<file path="src/rtl/bsg_cache_pkg.sv">
// Shared cache DMA types.
//   DECLARE_BSG_CACHE_DMA_PKT_S(addr_width) : declares bsg_cache_dma_pkt_s
//                                             {write_not_read, addr}
//   bsg_cache_dma_to_sram_state_e           : DMA-to-SRAM bridge FSM states
`ifndef BSG_CACHE_DMA_PKT_MACROS
`define BSG_CACHE_DMA_PKT_MACROS
`define DECLARE_BSG_CACHE_DMA_PKT_S(addr_width_mp) \
    typedef struct packed { \
        logic                     write_not_read; \
        logic [addr_width_mp-1:0] addr; \
    } bsg_cache_dma_pkt_s
`endif

package bsg_cache_pkg;

    typedef enum logic [1:0] {
        IDLE  = 2'd0,
        READ  = 2'd1,
        WRITE = 2'd2
    } bsg_cache_dma_to_sram_state_e;

endpackage

</file>
<file path="src/rtl/bsg_counter_clear_up.sv">
// Up counter with synchronous clear, wrapping to 0 after max_val_p.
//   clk_i, reset_n_i : clock, async active-low reset
//   clear_i          : restart from 0 (an up_i in the same cycle still counts)
//   up_i             : increment
//   count_o          : current count
module bsg_counter_clear_up #(
    parameter int max_val_p = 3,
    parameter int width_p   = 2
) (
    input  logic               clk_i,
    input  logic               reset_n_i,
    input  logic               clear_i,
    input  logic               up_i,
    output logic [width_p-1:0] count_o
);

    localparam logic [width_p-1:0] max_lp = width_p'(max_val_p);

    logic [width_p-1:0] count_q, count_d, start;

    always_comb begin
        start   = clear_i ? '0 : count_q;
        count_d = start;
        if (up_i) count_d = (start == max_lp) ? '0 : start + width_p'(1);
    end

    always_ff @(posedge clk_i or negedge reset_n_i) begin
        if (!reset_n_i) count_q <= '0;
        else            count_q <= count_d;
    end

    assign count_o = count_q;

endmodule

</file>
<file path="src/rtl/bsg_cache_dma_to_sram.sv">
// Bridges the cache DMA interface onto an external 1-port synchronous SRAM.
// A read packet streams one block out of the SRAM as fill words; a write
// packet stores one block of evict words into the SRAM.
//   clk_i, reset_n_i        : clock, async active-low reset
//   dma_pkt_i/_v_i/_yumi_o  : DMA request {write_not_read, byte addr}
//   dma_data_o/_v_o/_ready_i: fill words toward the cache
//   dma_data_i/_v_i/_yumi_o : evict words from the cache
//   mem_v_o/_w_o/_addr_o/_data_o, mem_data_i : SRAM port (read data
//                             arrives the cycle after the read and is held)
module bsg_cache_dma_to_sram
    import bsg_cache_pkg::*;
#(
    parameter int addr_width_p          = 32,
    parameter int data_width_p          = 32,
    parameter int block_size_in_words_p = 4,
    parameter int mem_els_p             = 128,
    localparam int lg_mem_els_lp        = $clog2(mem_els_p)
) (
    input  logic                     clk_i,
    input  logic                     reset_n_i,
    input  logic [addr_width_p:0]    dma_pkt_i,
    input  logic                     dma_pkt_v_i,
    output logic                     dma_pkt_yumi_o,
    output logic [data_width_p-1:0]  dma_data_o,
    output logic                     dma_data_v_o,
    input  logic                     dma_data_ready_i,
    input  logic [data_width_p-1:0]  dma_data_i,
    input  logic                     dma_data_v_i,
    output logic                     dma_data_yumi_o,
    output logic                     mem_v_o,
    output logic                     mem_w_o,
    output logic [lg_mem_els_lp-1:0] mem_addr_o,
    output logic [data_width_p-1:0]  mem_data_o,
    input  logic [data_width_p-1:0]  mem_data_i
);

    `DECLARE_BSG_CACHE_DMA_PKT_S(addr_width_p);

    localparam int byte_off_lp = $clog2(data_width_p/8);
    localparam int lg_block_lp = $clog2(block_size_in_words_p);
    localparam int k_width_lp  = (lg_block_lp < 1) ? 1 : lg_block_lp;
    localparam logic [k_width_lp-1:0] k_last_lp = k_width_lp'(block_size_in_words_p-1);

    typedef logic [lg_mem_els_lp-1:0] maddr_t;

    bsg_cache_dma_pkt_s pkt;
    assign pkt = dma_pkt_i;

    // Byte address -> word address, aligned down to the block, modulo SRAM depth.
    maddr_t pkt_base;
    assign pkt_base = maddr_t'(((pkt.addr >> byte_off_lp) >> lg_block_lp) << lg_block_lp);

    bsg_cache_dma_to_sram_state_e state_q, state_d;
    maddr_t                       base_q, base_d;
    logic [k_width_lp-1:0]        k;
    logic                         k_clear, k_up;

    bsg_counter_clear_up #(
        .max_val_p(block_size_in_words_p-1),
        .width_p  (k_width_lp)
    ) u_word_cnt (
        .clk_i    (clk_i),
        .reset_n_i(reset_n_i),
        .clear_i  (k_clear),
        .up_i     (k_up),
        .count_o  (k)
    );

    always_ff @(posedge clk_i or negedge reset_n_i) begin
        if (!reset_n_i) begin
            state_q <= IDLE;
            base_q  <= '0;
        end else begin
            state_q <= state_d;
            base_q  <= base_d;
        end
    end

    always_comb begin
        state_d         = state_q;
        base_d          = base_q;
        k_clear         = 1'b0;
        k_up            = 1'b0;
        dma_pkt_yumi_o  = 1'b0;
        dma_data_o      = '0;
        dma_data_v_o    = 1'b0;
        dma_data_yumi_o = 1'b0;
        mem_v_o         = 1'b0;
        mem_w_o         = 1'b0;
        mem_addr_o      = '0;
        mem_data_o      = '0;

        unique case (state_q)
            IDLE: begin
                // Gated by reset so nothing leaks out while reset is held.
                if (reset_n_i && dma_pkt_v_i) begin
                    dma_pkt_yumi_o = 1'b1;
                    base_d         = pkt_base;
                    k_clear        = 1'b1;
                    if (pkt.write_not_read) begin
                        state_d = WRITE;
                    end else begin
                        // Prefetch word 0 so it is on mem_data_i when READ starts.
                        state_d    = READ;
                        mem_v_o    = 1'b1;
                        mem_addr_o = pkt_base;
                    end
                end
            end

            READ: begin
                dma_data_v_o = 1'b1;
                dma_data_o   = mem_data_i;
                // On a stall the SRAM is left idle so its output holds the word.
                if (dma_data_ready_i) begin
                    if (k == k_last_lp) begin
                        state_d = IDLE;
                    end else begin
                        k_up       = 1'b1;
                        mem_v_o    = 1'b1;
                        mem_addr_o = base_q + maddr_t'(k) + maddr_t'(1);
                    end
                end
            end

            WRITE: begin
                dma_data_yumi_o = dma_data_v_i;
                if (dma_data_v_i) begin
                    mem_v_o    = 1'b1;
                    mem_w_o    = 1'b1;
                    mem_addr_o = base_q + maddr_t'(k);
                    mem_data_o = dma_data_i;
                    k_up       = 1'b1;
                    if (k == k_last_lp) state_d = IDLE;
                end
            end

            default: state_d = IDLE;
        endcase
    end

endmodule

</file>
<file path="config.mk">
export PLATFORM = sky130hd
export DESIGN_NAME = bsg_cache_dma_to_sram
export DESIGN_NICKNAME = d
export VERILOG_FILES = /design/src/rtl/bsg_cache_pkg.sv /design/src/rtl/bsg_counter_clear_up.sv /design/src/rtl/bsg_cache_dma_to_sram.sv
export SDC_FILE = /design/constraint.sdc
export NUM_CORES = 1
export LEC_CHECK = 0
export CAP_MARGIN = 20
export CORE_MARGIN = 4
export CORE_UTILIZATION = 23
export CTS_CLUSTER_SIZE = 40
export DETAILED_ROUTE_END_ITERATION = 10
export PLACE_DENSITY_LB_ADDON = 0.08
export SLEW_MARGIN = 40
export SYNTH_ARGS = -nofsm -noshare
export SYNTH_HDL_FRONTEND = slang
export SYNTH_SLANG_ARGS = --single-unit
export TNS_END_PERCENT = 1
</file>
<file path="constraint.sdc">
create_clock -name clk_i -period 2.4 [get_ports clk_i]
set_input_delay 0.6 -clock clk_i [delete_from_list [all_inputs] [get_ports clk_i]]
set_output_delay 0.6 -clock clk_i [all_outputs]
set_load 0.05 [all_outputs]
</file>
==> impl_metrics.json <==
{
  "tightest_slew_ns": 0.3821,
  "cts_tree": "yes",
  "worst-endpoint-required_ns": 1.80,
  "max_freq_ghz": 0.4158,
  "route.detailed.wl_per_inst_um": 15.75,
  "globalRouteOverflowTotal": 0,
  "number_of_antenna_violations_at_the_first_check_in_global_routing": 0,
  "post_synth.cell_area_avg_um2": 7.707,
  "yosys_warnings": 0,
  "comb_power_share_pct": 86.2,
  "cellInternalPower_w": 0.001730,
  "final-instance-count-excl-fill": 374,
  "worst_setup_path_start_kind": "flop",
  "timing.max_cap.violations": 0,
  "vias_per_cell": 4.503,
  "failed_checks": "negative setup slack",
  "clock_path_buffers": 2,
  "critical_path_arrival_ns": 1.80,
  "path_clk_slew_ns": 0.05,
  "crit_path_end_kind": "output pin",
  "hold_violations": 0,
  "critical_path.slowest_cell": "sky130_fd_sc_hd__dfrtp_1",
  "critPathMaxStageDelay_ns": 0.39,
  "num_io_pins": 178,
  "dp_worst_setup_slack_ns": -0.2272,
  "cts_buffers": 3,
  "yosysSeqAreaShare_pct": 19.48,
  "track_usage_pct": 17.76,
  "postCtsHoldBufs": 0,
  "cts.sinks": 9,
  "worst_skew_pair.late_latency_ns": 0.23,
  "layout.nets": 415,
  "timing_worst_setup_path_type": "reg2out",
  "yosys_register_bits": 9,
  "route.final.wire_length_mm": 5.889,
  "placed_cells_incl_taps": 368,
  "grt_pass1_vias": 1714,
  "clockPowerShare_pct": 5.2,
  "clock_tree.htree_level_count": 1,
  "place_congestion": 0.7648,
  "first_pass_grt_wire_length_mm": 8.728,
  "place.port_buffers": 150,
  "cellPowerDensity_mw_per_mm2": 925.1,
  "ys_types": 37,
  "final_layout_size_suffix_gt1_share_pct": 39.09,
  "post-route-worst-setup-slack_ns": -0.004719,
  "core_area_mm2": 0.004786,
  "start_util_pct": 24.16,
  "dr_total_vias": 1684,
  "outcome": "finished, violations left",
  "die_ar_mm2": 0.006225,
  "cts_root_buf": "sky130_fd_sc_hd__clkbuf_8",
  "die_h_um": 78.90,
  "drt.antenna.violating_nets": 0,
  "drc": 0,
  "switching_share_pct": 48.91,
  "placement_rows": 25,
  "synth.net_count": 257,
  "grt_start_max_net_pins": 35,
  "pwr-share-seq_pct": 8.6,
  "hold_ws_ns": 0.4290,
  "hpwlAfterDp_mm": 5.035,
  "post-layout-total-power_w": 0.003386,
  "die_w_um": 78.90,
  "slew_headroom_pct": 73.87,
  "syn-cell-area_mm2": 0.001156,
  "grt_setup_unrepaired": "yes",
  "timing.final.crit_share_pct": 100.2,
  "detailedRoute.firstPassIterationCount": 4,
  "antennaDiodeCount": 0,
  "setup_viol_count_final": 1,
  "finalClockSkew_ns": 0.0007354,
  "power.net_switching_w": 0.001656,
  "final_core_util_pct": 76.47,
  "cp_max_fo": 5,
  "worst_r2r_path_depth": 6,
  "hold_path.class": "in2async",
  "cp_cell_sequence": "buf_6, ha_4, and3b_2, nor3b_1, a221o_1, buf_6",
  "syn_to_final_growth_pct": 216.6,
  "period_needed_ns": 2.405,
  "cellLeakagePower_nw": 1.625,
  "critical_path.most_common_cell": "sky130_fd_sc_hd__buf_6",
  "drt_iter0_drc": 27,
  "irDropWorstVdd_mv": 0.6367,
  "synthCells": 150,
  "timing_max_transition_violations_final": 0
}
timing repair:
action,in CTS,in global routing
setup buffers,2,0
setup endpoints to repair,8,6
gates resized for setup,14,9
endpoints found under the hold margin,0,0
pin swaps,4,3
stage by stage:
stage / setup TNS [ns] / cell area (um2)
after floorplan: -0.2552 / 1181
after global placement: -1.008 / 3551
after detailed placement: -1.076 / 3551
after CTS: 0 / 3636
after global routing: -0.1427 / 3660
final: -0.004719 / 3660
cell usage after synthesis:
cell                         n  share of area, %
sky130_fd_sc_hd__a21oi_1     4               1.7
sky130_fd_sc_hd__nand2_1     7               2.3
sky130_fd_sc_hd__nor2_1      4               1.3
sky130_fd_sc_hd__buf_6       2               1.9
sky130_fd_sc_hd__o21ai_1     1              0.43
sky130_fd_sc_hd__o21ai_0     3               1.3
sky130_fd_sc_hd__a2111oi_0   1              0.76
sky130_fd_sc_hd__inv_1       4               1.3
sky130_fd_sc_hd__nor2b_4     1               1.2
sky130_fd_sc_hd__xor2_1      1              0.76
sky130_fd_sc_hd__o32ai_1     1              0.76
sky130_fd_sc_hd__inv_2       1              0.32
sky130_fd_sc_hd__o2111a_1    1              0.97
sky130_fd_sc_hd__nor3_1      1              0.43
sky130_fd_sc_hd__or3_1       1              0.54
sky130_fd_sc_hd__and3_1     32                17
sky130_fd_sc_hd__and4b_1     3               2.6
sky130_fd_sc_hd__clkbuf_1    9               2.9
sky130_fd_sc_hd__a32oi_1     1              0.76
sky130_fd_sc_hd__mux2_2      5               4.9
sky130_fd_sc_hd__dfrtp_1     9                19
sky130_fd_sc_hd__and2_1     33                18
sky130_fd_sc_hd__nor3b_1     1              0.65
sky130_fd_sc_hd__a22o_1      1              0.76
sky130_fd_sc_hd__nand3_1     3               1.3
sky130_fd_sc_hd__o31ai_1     1              0.65
sky130_fd_sc_hd__ha_1        5               5.4
sky130_fd_sc_hd__o211ai_1    1              0.65
sky130_fd_sc_hd__mux2i_1     2               1.7
sky130_fd_sc_hd__a22oi_1     2               1.3
sky130_fd_sc_hd__and3b_1     1              0.76
sky130_fd_sc_hd__buf_4       2               1.3
sky130_fd_sc_hd__nand2b_1    1              0.54
sky130_fd_sc_hd__a221o_1     1              0.87
sky130_fd_sc_hd__o311ai_1    1              0.76
sky130_fd_sc_hd__buf_2       1              0.43
sky130_fd_sc_hd__nor2b_1     2               1.1
final cells by class:
class,instances,area [um2]
clock buffers,4,45.04
flip-flops and latches,9,226.5
well taps,67,83.83
repair buffers,167,2386
inverters,5,18.77
multi-input cells,122,899.6
fillers,321,1126
registers in the layout (all words and copies together) (netlist names):
register and count:
base_q 5, state_q 2, u_word_cnt.count_o 2
power groups by stage:
stage | logic [W] | registers [W] | clock network, W
floorplan | 0.00144 | 0.000275 | 0
global placement | 0.00281 | 0.000278 | 0
detailed placement | 0.00284 | 0.000285 | 0
CTS | 0.00290 | 0.000286 | 0.000181
global route | 0.00304 | 0.000303 | 0.000195
finish | 0.00292 | 0.000292 | 0.000175
cell families (layout without fill, tap and decap cells):
kind of cell / Yosys count / in the layout / synth area share [%]
and+or+nand+nor: 90 / 90 / 47.84
adders and majority gates: 5 / 5 / 5.411
muxes: 7 / 7 / 6.601
DFF: 9 / 9 / 19.48
buffers and inverters: 19 / 176 / 8.223
xor gates and xnor gates: 1 / 1 / 0.7577
AOI/OAI and AO/OA: 19 / 19 / 11.69
cells in the final DEF, fill, tap and decap left out, types with 3 or more instances in the layout:
cell,netlist,final
sky130_fd_sc_hd__buf_12,0,75
sky130_fd_sc_hd__clkdlybuf4s50_1,0,69
sky130_fd_sc_hd__and3_1,32,32
sky130_fd_sc_hd__and2_1,33,32
sky130_fd_sc_hd__buf_4,2,14
sky130_fd_sc_hd__dfrtp_1,9,8
sky130_fd_sc_hd__nand2_1,7,7
sky130_fd_sc_hd__mux2_2,5,5
sky130_fd_sc_hd__dlygate4sd2_1,0,5
sky130_fd_sc_hd__o21ai_1,1,4
sky130_fd_sc_hd__a21oi_2,0,4
sky130_fd_sc_hd__buf_6,2,4
sky130_fd_sc_hd__inv_2,1,3
sky130_fd_sc_hd__nor2_2,0,3
sky130_fd_sc_hd__nand3_1,3,3
sky130_fd_sc_hd__and4b_1,3,3
sky130_fd_sc_hd__clkbuf_8,0,3
layer usage:
metal | share of wire, % | vias up | GRT usage, %
met5 | 0 | - | 0
met4 | 0 | 0 | 2.062
met3 | 11 | 0 | 6.463
met2 | 52 | 88 | 33.62
met1 | 37 | 759 | 19.39
li1 | - | 837 | -
final timing paths:
| path | startpoint | end | slack (ns) |
|---|---|---|---|
| min in group clk_i | base_q[6]$_DFFE_PN0P_ | base_q[6]$_DFFE_PN0P_ | 0.50 |
| setup reg to reg | state_q[0]$_DFFE_PN0P_ | state_q[0]$_DFFE_PN0P_ | 0.51 |
| hold reg to reg | base_q[6]$_DFFE_PN0P_ | base_q[6]$_DFFE_PN0P_ | 0.50 |
| max in group asynchronous | reset_n_i | u_word_cnt.count_o[1]$_DFF_PN0_ | 1.81 |
| hold / removal | reset_n_i | u_word_cnt.count_o[0]$_DFF_PN0_ | 0.43 |
| setup / recovery | state_q[0]$_DFFE_PN0P_ | mem_addr_o[5] | -0.005 |
critical path: cells and delay by family, from the launching register on:
| family | cells | cell delay, ns |
|---|---|---|
| DFF | 1 | 0.39 |
| AOI/OAI and AO/OA | 1 | 0.32 |
| and+or+nand+nor | 2 | 0.40 |
| buffers and inverters | 2 | 0.30 |
| adders and majority gates | 1 | 0.16 |
Power figures use the tool's default switching activity.
==> RTL change: new RTL, same settings <==
Set the parameter `mem_els_p` to 256 (it was 128).
--- a/src/rtl/bsg_cache_dma_to_sram.sv
+++ b/src/rtl/bsg_cache_dma_to_sram.sv
@@ -14,5 +14,5 @@
     parameter int data_width_p          = 32,
     parameter int block_size_in_words_p = 4,
-    parameter int mem_els_p             = 128,
+    parameter int mem_els_p             = 256,
     localparam int lg_mem_els_lp        = $clog2(mem_els_p)
 ) (
Ports: changed (resized mem_addr_o); port bits go from 178 to 179. No check against the original RTL was run, so the function may have changed too.
==> RTL change against the original RTL <==
- total power increased by 17%
- combinational power rose by 16%
- area after synthesis is 4.5% higher
- critical path depth did not move
- critical path type unchanged
- routed wire length is 13% higher
- cell count rose by 4.8%
- setup slack gained 17 ps
- largest power group unchanged
- count of clock-buffer cells in the layout stayed put
- final area is 4.1% higher
- sequential cell count up 1
- highest routed layer is now met4
==> RTL change: results <==
set metrics [dict create \
    status "finished clean" \
    crit_start "u_word_cnt.count_o[0]" \
    critical_path.max_fanout 6 \
    synthAdderAreaFrac_pct 5.176 \
    grt_pass1_vias 1830 \
    synth.avg_cell_area_sq_um 7.650 \
    synth-xor-area-share_pct 0.7246 \
    yosysSeqAreaShare_pct 20.70 \
    grt_pass1_wl_microns 10150 \
    final_util_pct 74.57 \
    fin_nets 430 \
    clock_latency_ps 250 \
    synth_compound_area_share_pct 12.01 \
    syn_nets 265 \
    vdd_drop_max_uv 706.2 \
    largest_reg_flops 6 \
    track_usage_pct 20.47 \
    avgRoutedWirePerCell_microns 16.99 \
    fmax_ghz 0.4187 \
    clock_skew_ps 4.004 \
    cellLeakagePower_nw 1.678 \
    pg_seq_mw 0.336 \
    pre_cts_ws_ps -180.7 \
    dpl_cell_area_sq_mm 0.003689 \
    synthMuxAreaShare_pct 7.246 \
    powerClk_mw 0.220 \
    ys_top_cells_by_area "dfrtp_1, and2_1, and3_1, mux2_2, ha_1" \
    dp_hpwl_microns 5518 \
]
## RTL change: cell count changes after synthesis, moves of 2 or more
cell,change
and3_2,+2
buf_6,-2
nand2_1,+3
o2111ai_1,+2
o221ai_1,+2
## RTL change: per-layer routing
metal  vias to the layer above  track usage [%]  part of all wire (%)
li1                        890                -                     -
met1                       835            21.86                    36
met2                        85            40.56                    54
met3                         5            5.157                   9.3
met4                         0            2.872                  0.50
met5                         -                0                     0
## RTL change: critical path: stages (launching register included)
cell and delay [ps]:
dfrtp_2 440, ha_2 220, and3b_1 250, buf_2 190
o2111ai_1 140, o221ai_2 120, buf_12 170
## RTL change: what timing repair did
action / in CTS / in global routing
pin swaps: 8 / 0
buffers inserted: 4 / 0
cloned: 2 / 0
resized for setup: 15 / 2
setup endpoints to repair: 9 / 8
## RTL change: cell type report
type / instances / share of cell area (%)
sequential: 10 / 6.603
timing repair buffer: 173 / 64.39
multi-input combinational: 131 / 24.87
tap: 70 / 2.300
inverter: 4 / 0.3942
clock buffer: 4 / 1.445
